<file path="config.mk">
export PLATFORM = sky130hd
export DESIGN_NAME = geofence_feeder_flat
export DESIGN_NICKNAME = d
export VERILOG_FILES = /design/src/rtl/geofence_pkg.sv /design/src/rtl/geofence_feeder_if.sv /design/src/rtl/geofence_pt_buf.sv /design/src/rtl/geofence_feeder.sv /design/src/flat_wrapper.sv
export SDC_FILE = /design/constraint.sdc
export NUM_CORES = 1
export LEC_CHECK = 0
export ABC_AREA = 1
export CORE_MARGIN = 2
export CORE_UTILIZATION = 30
export CTS_CLUSTER_SIZE = 40
export DETAILED_ROUTE_END_ITERATION = 16
export PLACE_DENSITY = 0.52
export SYNTH_ARGS = -nofsm -noshare
export SYNTH_HDL_FRONTEND = slang
export SYNTH_SLANG_ARGS = --single-unit
</file>
<file path="constraint.sdc">
create_clock -name clk -period 6.2 [get_ports clk]
set_input_delay 0.62 -clock clk [delete_from_list [all_inputs] [get_ports clk]]
set_output_delay 0.62 -clock clk [all_outputs]
set_load 0.02 [all_outputs]
</file>
<file path="src/rtl/geofence_pkg.sv">
// geofence_pkg: shared types and constants for the geofence point feeder.
//   COORD_W - coordinate width of X and Y
//   NPTS    - points per set: one test point followed by 6 fence vertices
//   IDX_W   - width of buffer pointer/index; must be able to hold NPTS (full)
//   point_t - one {x,y} record
//   state_t - feeder FSM states
package geofence_pkg;

  localparam int COORD_W = 10;
  localparam int NPTS    = 7;
  localparam int IDX_W   = 3;

  typedef struct packed {
    logic [COORD_W-1:0] x;
    logic [COORD_W-1:0] y;
  } point_t;

  typedef enum logic [1:0] {
    LOAD = 2'd0,
    SEND = 2'd1,
    WAIT = 2'd2
  } state_t;

endpackage

</file>
<file path="src/rtl/geofence_feeder_if.sv">
// geofence_feeder_if: the two streams the feeder sits between.
//   Upstream point stream: pt_valid, pt_ready, pt_x, pt_y.
//     Valid/ready: a point transfers on every rising clk edge where
//     pt_valid and pt_ready are both high. The source must hold pt_x/pt_y
//     stable while pt_valid is high and pt_ready is low; pt_ready never
//     depends combinationally on pt_valid.
//   Engine side: fence_rst, X, Y (all registered, feeder to engine) and
//     valid, is_inside (engine result strobe and value).
// master: the feeder's view. slave: the view of whatever drives the feeder.
interface geofence_feeder_if;
  import geofence_pkg::*;

  logic               pt_valid;
  logic               pt_ready;
  logic [COORD_W-1:0] pt_x;
  logic [COORD_W-1:0] pt_y;
  logic               fence_rst;
  logic [COORD_W-1:0] X;
  logic [COORD_W-1:0] Y;
  logic               valid;
  logic               is_inside;

  modport master (
    input  pt_valid, pt_x, pt_y, valid, is_inside,
    output pt_ready, fence_rst, X, Y
  );

  modport slave (
    output pt_valid, pt_x, pt_y, valid, is_inside,
    input  pt_ready, fence_rst, X, Y
  );

endinterface

</file>
<file path="src/rtl/geofence_pt_buf.sv">
// geofence_pt_buf: 7-entry register buffer holding one point set.
//   clk, reset   - clock, asynchronous active-high reset
//   wr_en        - write wr_data at entry wp and advance wp (ignored when full)
//   wr_data      - point to store
//   clear        - return wp to 0 (takes priority over a write)
//   wp, full     - write pointer and wp==NPTS flag
//   rd_en        - load rd_data from entry rd_idx; otherwise rd_data clears to 0
//   rd_idx       - entry to read
//   rd_data      - registered read data (zero when not reading)
module geofence_pt_buf
  import geofence_pkg::*;
(
  input  logic             clk,
  input  logic             reset,
  input  logic             wr_en,
  input  point_t           wr_data,
  input  logic             clear,
  output logic [IDX_W-1:0] wp,
  output logic             full,
  input  logic             rd_en,
  input  logic [IDX_W-1:0] rd_idx,
  output point_t           rd_data
);

  point_t mem [NPTS];

  assign full = (wp == IDX_W'(NPTS));

  always_ff @(posedge clk or posedge reset) begin
    if (reset) begin
      wp <= '0;
      for (int i = 0; i < NPTS; i++) mem[i] <= '0;
    end else if (clear) begin
      wp <= '0;
    end else if (wr_en && !full) begin
      mem[wp] <= wr_data;
      wp      <= wp + IDX_W'(1);
    end
  end

  // Reading zero when idle lets the engine-facing X/Y come straight from
  // this register with no extra mux after it.
  always_ff @(posedge clk or posedge reset) begin
    if (reset) rd_data <= '0;
    else       rd_data <= rd_en ? mem[rd_idx] : '0;
  end

endmodule

</file>
<file path="src/rtl/geofence_feeder.sv">
// geofence_feeder: transmit-side driver for the geofence point protocol.
// Buffers one test point plus 6 vertices, bursts them to the engine on 7
// consecutive cycles with fence_rst low, then waits for the engine result.
// The engine samples every cycle, so holding it in reset (fence_rst) is the
// only way to keep it idle between sets.
//   clk, reset    - clock, asynchronous active-high reset
//   bus           - geofence_feeder_if.master (point stream + engine side)
//   res_valid     - one-cycle strobe per completed set
//   res_inside    - engine result, qualified by res_valid
//   res_timeout   - set ended by timeout, qualified by res_valid
//   set_cnt       - sets completed (results + timeouts), saturating
//   inside_cnt    - sets reported inside, saturating
//   busy          - high in SEND or WAIT
//   dbg_state     - current FSM state
module geofence_feeder
  import geofence_pkg::*;
#(
  parameter int TIMEOUT = 64,
  parameter int CNT_W   = 16
) (
  input  logic                 clk,
  input  logic                 reset,
  geofence_feeder_if.master    bus,
  output logic                 res_valid,
  output logic                 res_inside,
  output logic                 res_timeout,
  output logic [CNT_W-1:0]     set_cnt,
  output logic [CNT_W-1:0]     inside_cnt,
  output logic                 busy,
  output state_t               dbg_state
);

  localparam int TMO_W = $clog2(TIMEOUT);
  localparam logic [IDX_W-1:0] LAST_IDX = IDX_W'(NPTS - 1);

  state_t             state, state_d;
  logic [IDX_W-1:0]   si, si_d;
  logic [TMO_W-1:0]   tmo, tmo_d;
  logic               fence_rst_q, fence_rst_d;
  logic               res_valid_d, res_inside_d, res_timeout_d;
  logic               set_inc, inside_inc;

  logic               pt_hs;
  logic [IDX_W-1:0]   buf_wp;
  logic               buf_full;
  logic               buf_clear;
  logic               rd_en;
  logic [IDX_W-1:0]   rd_idx;
  point_t             rd_data;
  point_t             wr_data;

  assign bus.pt_ready = !buf_full && (state != SEND);
  assign pt_hs        = bus.pt_valid && bus.pt_ready;
  assign wr_data      = '{x: bus.pt_x, y: bus.pt_y};

  geofence_pt_buf u_buf (
    .clk     (clk),
    .reset   (reset),
    .wr_en   (pt_hs),
    .wr_data (wr_data),
    .clear   (buf_clear),
    .wp      (buf_wp),
    .full    (buf_full),
    .rd_en   (rd_en),
    .rd_idx  (rd_idx),
    .rd_data (rd_data)
  );

  assign bus.X        = rd_data.x;
  assign bus.Y        = rd_data.y;
  assign bus.fence_rst = fence_rst_q;
  assign busy         = (state == SEND) || (state == WAIT);
  assign dbg_state    = state;

  always_ff @(posedge clk or posedge reset) begin
    if (reset) begin
      state       <= LOAD;
      si          <= '0;
      tmo         <= '0;
      fence_rst_q <= 1'b1;
      res_valid   <= 1'b0;
      res_inside  <= 1'b0;
      res_timeout <= 1'b0;
      set_cnt     <= '0;
      inside_cnt  <= '0;
    end else begin
      state       <= state_d;
      si          <= si_d;
      tmo         <= tmo_d;
      fence_rst_q <= fence_rst_d;
      res_valid   <= res_valid_d;
      res_inside  <= res_inside_d;
      res_timeout <= res_timeout_d;
      if (set_inc && (set_cnt != '1))
        set_cnt <= set_cnt + CNT_W'(1);
      if (inside_inc && (inside_cnt != '1))
        inside_cnt <= inside_cnt + CNT_W'(1);
    end
  end

  // Every transition into SEND also issues the read of entry 0, so point 0
  // lands on X/Y in the same cycle fence_rst first reads low.
  always_comb begin
    state_d       = state;
    si_d          = si;
    tmo_d         = tmo;
    fence_rst_d   = fence_rst_q;
    rd_en         = 1'b0;
    rd_idx        = '0;
    buf_clear     = 1'b0;
    res_valid_d   = 1'b0;
    res_inside_d  = 1'b0;
    res_timeout_d = 1'b0;
    set_inc       = 1'b0;
    inside_inc    = 1'b0;

    unique case (state)
      LOAD: begin
        fence_rst_d = 1'b1;
        // A 7th point accepted this cycle counts as full.
        if (buf_full || ((buf_wp == LAST_IDX) && pt_hs)) begin
          state_d     = SEND;
          fence_rst_d = 1'b0;
          rd_en       = 1'b1;
          rd_idx      = '0;
          si_d        = '0;
        end
      end

      SEND: begin
        fence_rst_d = 1'b0;
        if (si == LAST_IDX) begin
          // Last point is on the bus; free the buffer for the next set.
          buf_clear = 1'b1;
          state_d   = WAIT;
          tmo_d     = '0;
        end else begin
          rd_en  = 1'b1;
          rd_idx = si + IDX_W'(1);
          si_d   = si + IDX_W'(1);
        end
      end

      WAIT: begin
        fence_rst_d = 1'b0;
        tmo_d       = tmo + TMO_W'(1);
        if (bus.valid) begin
          res_valid_d  = 1'b1;
          res_inside_d = bus.is_inside;
          set_inc      = 1'b1;
          inside_inc   = bus.is_inside;
          if (buf_full) begin
            // Engine is back in idle next cycle; feed it without a reset.
            state_d = SEND;
            rd_en   = 1'b1;
            rd_idx  = '0;
            si_d    = '0;
          end else begin
            state_d     = LOAD;
            fence_rst_d = 1'b1;
          end
        end else if (tmo == TMO_W'(TIMEOUT - 2)) begin
          // tmo reaches TIMEOUT-1 on this edge: the result appears exactly
          // TIMEOUT cycles after the last point was driven.
          res_valid_d   = 1'b1;
          res_timeout_d = 1'b1;
          set_inc       = 1'b1;
          state_d       = LOAD;
          fence_rst_d   = 1'b1;
        end
      end

      default: begin
        state_d     = LOAD;
        fence_rst_d = 1'b1;
      end
    endcase
  end

endmodule

</file>
<file path="src/flat_wrapper.sv">
// flat-port wrapper written by rule: the top's interface ports become plain ports
module geofence_feeder_flat import geofence_pkg::*;
#(
  parameter int TIMEOUT = 64,
  parameter int CNT_W   = 16
)
  (clk, reset, res_valid, res_inside, res_timeout, set_cnt, inside_cnt, busy, dbg_state, bus_pt_valid, bus_pt_x, bus_pt_y, bus_valid, bus_is_inside, bus_pt_ready, bus_fence_rst, bus_X, bus_Y);
  geofence_feeder_if bus_i ();
  input  logic clk;
  input  logic reset;
  output logic res_valid;
  output logic res_inside;
  output logic res_timeout;
  output logic [CNT_W-1:0] set_cnt;
  output logic [CNT_W-1:0] inside_cnt;
  output logic busy;
  output state_t dbg_state;
  input wire logic [$bits(bus_i.pt_valid)-1:0] bus_pt_valid;
  input wire logic [$bits(bus_i.pt_x)-1:0] bus_pt_x;
  input wire logic [$bits(bus_i.pt_y)-1:0] bus_pt_y;
  input wire logic [$bits(bus_i.valid)-1:0] bus_valid;
  input wire logic [$bits(bus_i.is_inside)-1:0] bus_is_inside;
  output wire logic [$bits(bus_i.pt_ready)-1:0] bus_pt_ready;
  output wire logic [$bits(bus_i.fence_rst)-1:0] bus_fence_rst;
  output wire logic [$bits(bus_i.X)-1:0] bus_X;
  output wire logic [$bits(bus_i.Y)-1:0] bus_Y;
  assign bus_i.pt_valid = bus_pt_valid;
  assign bus_i.pt_x = bus_pt_x;
  assign bus_i.pt_y = bus_pt_y;
  assign bus_i.valid = bus_valid;
  assign bus_i.is_inside = bus_is_inside;
  assign bus_pt_ready = bus_i.pt_ready;
  assign bus_fence_rst = bus_i.fence_rst;
  assign bus_X = bus_i.X;
  assign bus_Y = bus_i.Y;
  geofence_feeder #(.TIMEOUT(TIMEOUT), .CNT_W(CNT_W)) u_core (.clk(clk), .reset(reset), .bus(bus_i), .res_valid(res_valid), .res_inside(res_inside), .res_timeout(res_timeout), .set_cnt(set_cnt), .inside_cnt(inside_cnt), .busy(busy), .dbg_state(dbg_state));
endmodule
</file>
==> results of run 1 <==
worst max-delay path, cell delays in order, from the launching register on:
cell and delay (ns):
dfrtp_1 0.71, inv_2 0.78, ha_1 0.28, nand2_2 0.54, nand3b_4 0.25, buf_4 0.62
inv_2 0.43, nand3_1 0.18, nand2_1 0.08, nor2_1 0.10, nor2_1 0.06
logic make-up after synthesis:
kind of cell    Yosys count
fa+ha+maj                13
compound gates          186
flops                   210
buf+inv                 164
xor+xnor                 26
simple gates            682
state kept, by name, summed over array words and instances, names as in the netlist:
name / flops
u_core.bus.fence_rst: 1
u_core.dbg_state: 2
u_core.inside_cnt: 16
u_core.res_inside: 1
u_core.res_timeout: 1
u_core.res_valid: 1
u_core.set_cnt: 16
u_core.si: 3
u_core.tmo: 6
u_core.u_buf.mem: 140
u_core.u_buf.rd_data: 20
u_core.u_buf.wp: 3
synth_stat cells (all sizes together), types with 8 or more instances:
| library cell | instances | area share |
|---|---|---|
| o211ai | 19 | 0.014 |
| nand2 | 424 | 0.16 |
| ha | 13 | 0.016 |
| o21ai | 134 | 0.067 |
| clkbuf | 30 | 0.011 |
| xnor2 | 13 | 0.011 |
| inv | 96 | 0.035 |
| nand3 | 64 | 0.031 |
| dfrtp | 209 | 0.51 |
| nor2 | 134 | 0.051 |
| nor3 | 8 | 0.0061 |
| xor2 | 13 | 0.011 |
| nand4 | 49 | 0.030 |
| buf | 38 | 0.024 |
| a21oi | 31 | 0.023 |
power by group through the flow:
stage               Combinational (mW)  Clock (mW)  Sequential [mW]
finish                            2.11        1.47             2.30
global route                      2.43        1.57             2.37
CTS                               2.14        1.51             2.30
floorplan                         1.47           0             2.32
detailed placement                2.13           0             2.32
global placement                  2.10           0             2.32
stage by stage:
stage               hold WS (ns)  area [um2]
global placement           0.465       11500
global route               0.413       12300
floorplan                  0.453       10300
finish                     0.412       12300
detailed placement         0.473       11500
CTS                        0.406       12300
final timing paths:
check	start	cells past startpoint	to	slack, ns
max	u_core.si[0]$_DFFE_PP0P_	10	u_core.u_buf.rd_data[18]$_DFF_PP0_	2.03
min	reset	2	u_core.inside_cnt[4]$_DFFE_PP0P_	0.41
max reg2reg	u_core.si[0]$_DFFE_PP0P_	10	u_core.u_buf.rd_data[18]$_DFF_PP0_	2.03
min reg2reg	u_core.u_buf.mem[107]$_DFFE_PP0P_	2	u_core.u_buf.mem[107]$_DFFE_PP0P_	0.48
max in group asynchronous	reset	3	u_core.u_buf.mem[31]$_DFFE_PP0P_	4.53
min in group clk	u_core.u_buf.mem[107]$_DFFE_PP0P_	2	u_core.u_buf.mem[107]$_DFFE_PP0P_	0.48
area by class of cell:
cell class,count,area [um2],share of cell area
well taps,448,561,0.0455
repair buffers,98,958,0.0778
clock buffers,38,754,0.0612
flip-flops and latches,210,5260,0.426
clock inverters,6,80.1,0.00650
multi-input cells,907,4350,0.353
inverters,96,367,0.0297
routing by layer:
metal,up-vias,GRT usage
met5,-,0
li1,4237,-
met3,39,0.0199
met2,146,0.255
met4,0,0.0414
met1,3937,0.203
==> flow_metrics.env, run 1 <==
export IMPL_outcome="finished clean"
export IMPL_period_needed_ns=4.17
export IMPL_top_layer_used="met4"
export IMPL_crit_arrival_ns=4.57
export IMPL_synth_ff_type="dfrtp_1"
export IMPL_final_net_count=1375
export IMPL_root_buffer="clkbuf_16"
export IMPL_hold_class="input pin to asynchronous set/reset pin"
export IMPL_synth_area_um2=10300
export IMPL_numCtsBuffers=24
export IMPL_power_mw=5.87
export IMPL_grt_pass1_wl_um=44200
export IMPL_tightest_slew_ns=0.983
export IMPL_seq_area_frac_synth=0.509
export IMPL_io_buffers=84
export IMPL_combPwrFrac=0.359
export IMPL_leakagePower_nw=5.75
export IMPL_final_util=0.366
export IMPL_synthCells=1281
export IMPL_gp_congestion=0.799
export IMPL_grt_remaining_overflow=0
export IMPL_rows=67
export IMPL_viasPerCell=4.64
export IMPL_clock_latency_ns=0.51
export IMPL_hpwlAfterDp_um=16500
export IMPL_floorplan_initialDensity=0.307
export IMPL_clkTransAtPathRegs_ns=0.06
export IMPL_yosys_area_share_adder=0.0157
export IMPL_synth_async_reset_ratio=1.00
export IMPL_drc=0
export IMPL_n_fill_cell=3548
export IMPL_yosys_register_bits=210
export IMPL_first_pass_iters=5
export IMPL_rsz0062_at_grt="no"
export IMPL_htree_levels=1
export IMPL_area_delta_synth_final_pct=19.3
export IMPL_wl_met3_um=965
export IMPL_synth_compound_area_frac=0.105
export IMPL_setup_slack_ns=2.03
export IMPL_antenna_cells=0
export IMPL_initialDrtViolationCount=466
export IMPL_dpl_cell_count=1759
export IMPL_worstPathRequired_ns=6.60
export IMPL_syn_area_per_cell_um2=8.06
export IMPL_dieArea_um2=35900
export IMPL_setup_tns_ns=0
export IMPL_postRouteAntennaNets=0
export IMPL_drv_slew=0
export IMPL_path_max_fanout=61
export IMPL_grt_max_degree=125
export IMPL_grt_pass1_vias=8366
export IMPL_synthXorXnorAreaFrac=0.0220
export IMPL_ctsHoldBuffers=0
export IMPL_muxShareOfSynthArea=0
export IMPL_seqPwrFrac=0.391
export IMPL_drive_gt1_frac=0.0760
export IMPL_fmax_mhz=240
export IMPL_die_h_um=190
export IMPL_maxCapViolCount=0
export IMPL_finalSetupViolations=0
export IMPL_power_density_nw_per_um2=476
export IMPL_hold_viol=0
export IMPL_met2_length_um=12300
export IMPL_netSwitchingPower_mw=2.22
export IMPL_ir_drop_v=0.000244
export IMPL_final_common_cell="nand2_1"
export IMPL_wl_per_cell_um=14.5
export IMPL_mostFrequentLayoutCells="417 x nand2_1, 209 x dfrtp_1, 128 x o21ai_0, 128 x nor2_1, 90 x inv_1"
export IMPL_pwr_share_clk=0.250
export IMPL_cts_setup_buffers=0
export IMPL_skew_ns=0.00740
export IMPL_cts_resized=0
export IMPL_clkSinkCount=210
export IMPL_instances_no_fill=1803
export IMPL_synthSimpleGateAreaFrac=0.278
export IMPL_endpoint_kind="register"
export IMPL_vias=8359
export IMPL_finalCritPeriodShare=0.672
export IMPL_drt_met1_wl_um=12300
export IMPL_drt_total_wl_um=26100
export IMPL_dpl_worst_slack_ns=2.02
export IMPL_crit_type="register to register"
export IMPL_synth_top_family_by_area="simple AND/OR/NAND/NOR gates"
export IMPL_grt_antenna_before_repair=0
export IMPL_core_area_um2=33700
export IMPL_p_int_mw=3.65
export IMPL_grtUsageTotal=0.151
export IMPL_ys_types=36
export IMPL_pin_count=85
export IMPL_slew_headroom=0.345
export IMPL_start_kind="register"
export IMPL_die_x_um=190
export IMPL_cts_buffer_depth=3
export IMPL_cts_tree="built"
export IMPL_p_sw_frac=0.378
export IMPL_syn_nets=1319
export IMPL_synth_edf_count=0
export IMPL_yosys_warnings=0
(Power assumes the default switching activity.)
==> run 2, diff against run 1 <==
==> constraint.sdc (replaced) <==
create_clock -name clk -period 3.7 [get_ports clk]
set_input_delay 0.37 -clock clk [delete_from_list [all_inputs] [get_ports clk]]
set_output_delay 0.37 -clock clk [all_outputs]
set_load 0.02 [all_outputs]
==> flow_metrics.env, run 2 (synthesis gave the netlist of run 1 again) <==
export IMPL_outcome="finished clean"
export IMPL_drc=0
export IMPL_n_fill_cell=3546
export IMPL_die_h_um=190
export IMPL_ctsHoldBuffers=0
export IMPL_crit_type="register to register"
export IMPL_largest_register_ffs=140
export IMPL_hold_viol=0
export IMPL_cp_startpoint="u_core.dbg_state[1]$_DFFE_PP0P_"
export IMPL_wl_per_cell_um=14.6
export IMPL_rows=67
export IMPL_final_common_cell="nand2_1"
export IMPL_postRouteAntennaNets=0
export IMPL_cts_resized=0
export IMPL_finalCritPeriodShare=0.711
export IMPL_cts_buffer_depth=3
export IMPL_grt_pass1_vias=8172
export IMPL_initialDrtViolationCount=487
export IMPL_drive_gt1_frac=0.0773
export IMPL_hold_class="input pin to asynchronous set/reset pin"
export IMPL_root_buffer="clkbuf_16"
export IMPL_grt_remaining_overflow=0
export IMPL_io_buffers=84
export IMPL_clock_latency_ns=0.52
export IMPL_grt_antenna_before_repair=0
export IMPL_clkSinkCount=210
export IMPL_skew_ns=0.0152
export IMPL_vias=8351
export IMPL_htree_levels=1
export IMPL_first_pass_iters=5
export IMPL_crit_arrival_ns=3.01
export IMPL_period_needed_ns=2.63
export IMPL_path_max_fanout=26
export IMPL_dpl_cell_count=1765
export IMPL_floorplan_initialDensity=0.307
export IMPL_endpoint_kind="register"
export IMPL_final_net_count=1381
export IMPL_leakagePower_nw=5.74
export IMPL_reg_top3="u_core.u_buf.mem (140), u_core.u_buf.rd_data (20)"
export IMPL_core_area_um2=33700
export IMPL_ir_drop_v=0.000436
export IMPL_fmax_mhz=380
export IMPL_cts_tree="built"
export IMPL_worstPathRequired_ns=4.08
export IMPL_drv_slew=0
export IMPL_grtUsageTotal=0.150
export IMPL_slew_headroom=0.366
export IMPL_gp_congestion=0.778
export IMPL_area_delta_synth_final_pct=19.2
export IMPL_setup_tns_ns=0
export IMPL_largest_register="u_core.u_buf.mem"
export IMPL_grt_max_degree=120
export IMPL_mostFrequentLayoutCells="417 x nand2_1, 209 x dfrtp_1, 128 x o21ai_0, 128 x nor2_1, 90 x inv_1"
export IMPL_power_density_nw_per_um2=790
export IMPL_max_stage_delay_ns=0.57
export IMPL_finalSetupViolations=0
export IMPL_viasPerCell=4.62
export IMPL_antenna_cells=0
export IMPL_start_kind="register"
export IMPL_instances_no_fill=1806
export IMPL_numCtsBuffers=24
export IMPL_maxCapViolCount=0
export IMPL_tightest_slew_ns=0.948
export IMPL_cts_setup_buffers=0
export IMPL_grt_pass1_wl_um=44100
export IMPL_reg2reg_slack_ns=1.07
export IMPL_die_x_um=190
export IMPL_dieArea_um2=35900
export IMPL_pin_count=85
export IMPL_rsz0062_at_grt="no"
export IMPL_crit_chain="inv_1, ha_2, nand2_1, nor2_1, nand2_1, buf_4, nor2_1, nand2_1, nand2_1, nor2_1"
export IMPL_drt_total_wl_um=26400
export IMPL_clkTransAtPathRegs_ns=0.06
export IMPL_crit_path_top_delay_cell="ha_2"
export IMPL_cp_common_cell="nand2_1"
export IMPL_reg2reg_from="u_core.dbg_state[1]$_DFFE_PP0P_"
export IMPL_hpwlAfterDp_um=16600
run 2: final timing paths:
path,endpoint,depth (start not counted)
worst max-delay path,u_core.u_buf.rd_data[9]$_DFF_PP0_,10
worst min-delay path,u_core.u_buf.mem[22]$_DFFE_PP0P_,2
worst max register to register,u_core.u_buf.rd_data[9]$_DFF_PP0_,10
worst min register to register,u_core.u_buf.mem[56]$_DFFE_PP0P_,2
max in group asynchronous,u_core.set_cnt[11]$_DFFE_PP0P_,4
min in group clk,u_core.u_buf.mem[27]$_DFFE_PP0P_,3
run 2: critical path: cells and delay by family, from the launching register on:
family	cells	cell delay, ns
adder cells (fa/ha/maj)	1	0.57
buffers and inverters	2	0.52
flip-flops	1	0.42
AND/OR/NAND/NOR	7	0.97
run 2: metrics by stage:
stage                     utilization  instance area [um2]  hold slack (ns)  setup WS, ns  power, mW
after floorplan                     -                10300            0.442         0.603       6.34
after global placement          0.342                11500            0.466          1.05       7.38
after detailed placement        0.342                11500            0.473          1.03       7.45
after CTS                       0.365                12300           0.0709          1.03       9.83
after global routing            0.365                12300           0.0892         0.798       10.5
final                           0.365                12300           0.0921          1.07       9.72
run 2: metal layers:
metal	up-vias	share of wire	wire length, um	GRT usage
li1	4247	-	-	-
met4	0	0.014	365	0.0313
met3	32	0.039	1030	0.0207
met1	3913	0.48	12600	0.210
met5	-	0	0	0
met2	159	0.47	12300	0.249
run 2: area by class of cell:
type,instances,area [um2],share of cell area
inverter,96,367,0.0298
tap,448,561,0.0455
clock inverter,4,45.0,0.00366
clock buffer,37,731,0.0593
sequential,210,5260,0.427
timing repair buffer,104,1000,0.0815
multi-input combinational,907,4350,0.353
run 2: power by group:
group / switching [mW] / internal [mW] / total (mW)
registers: 0.584 / 3.23 / 3.82
logic: 2.19 / 1.38 / 3.56
clock network: 0.926 / 1.42 / 2.34
total: 3.70 / 6.02 / 9.72
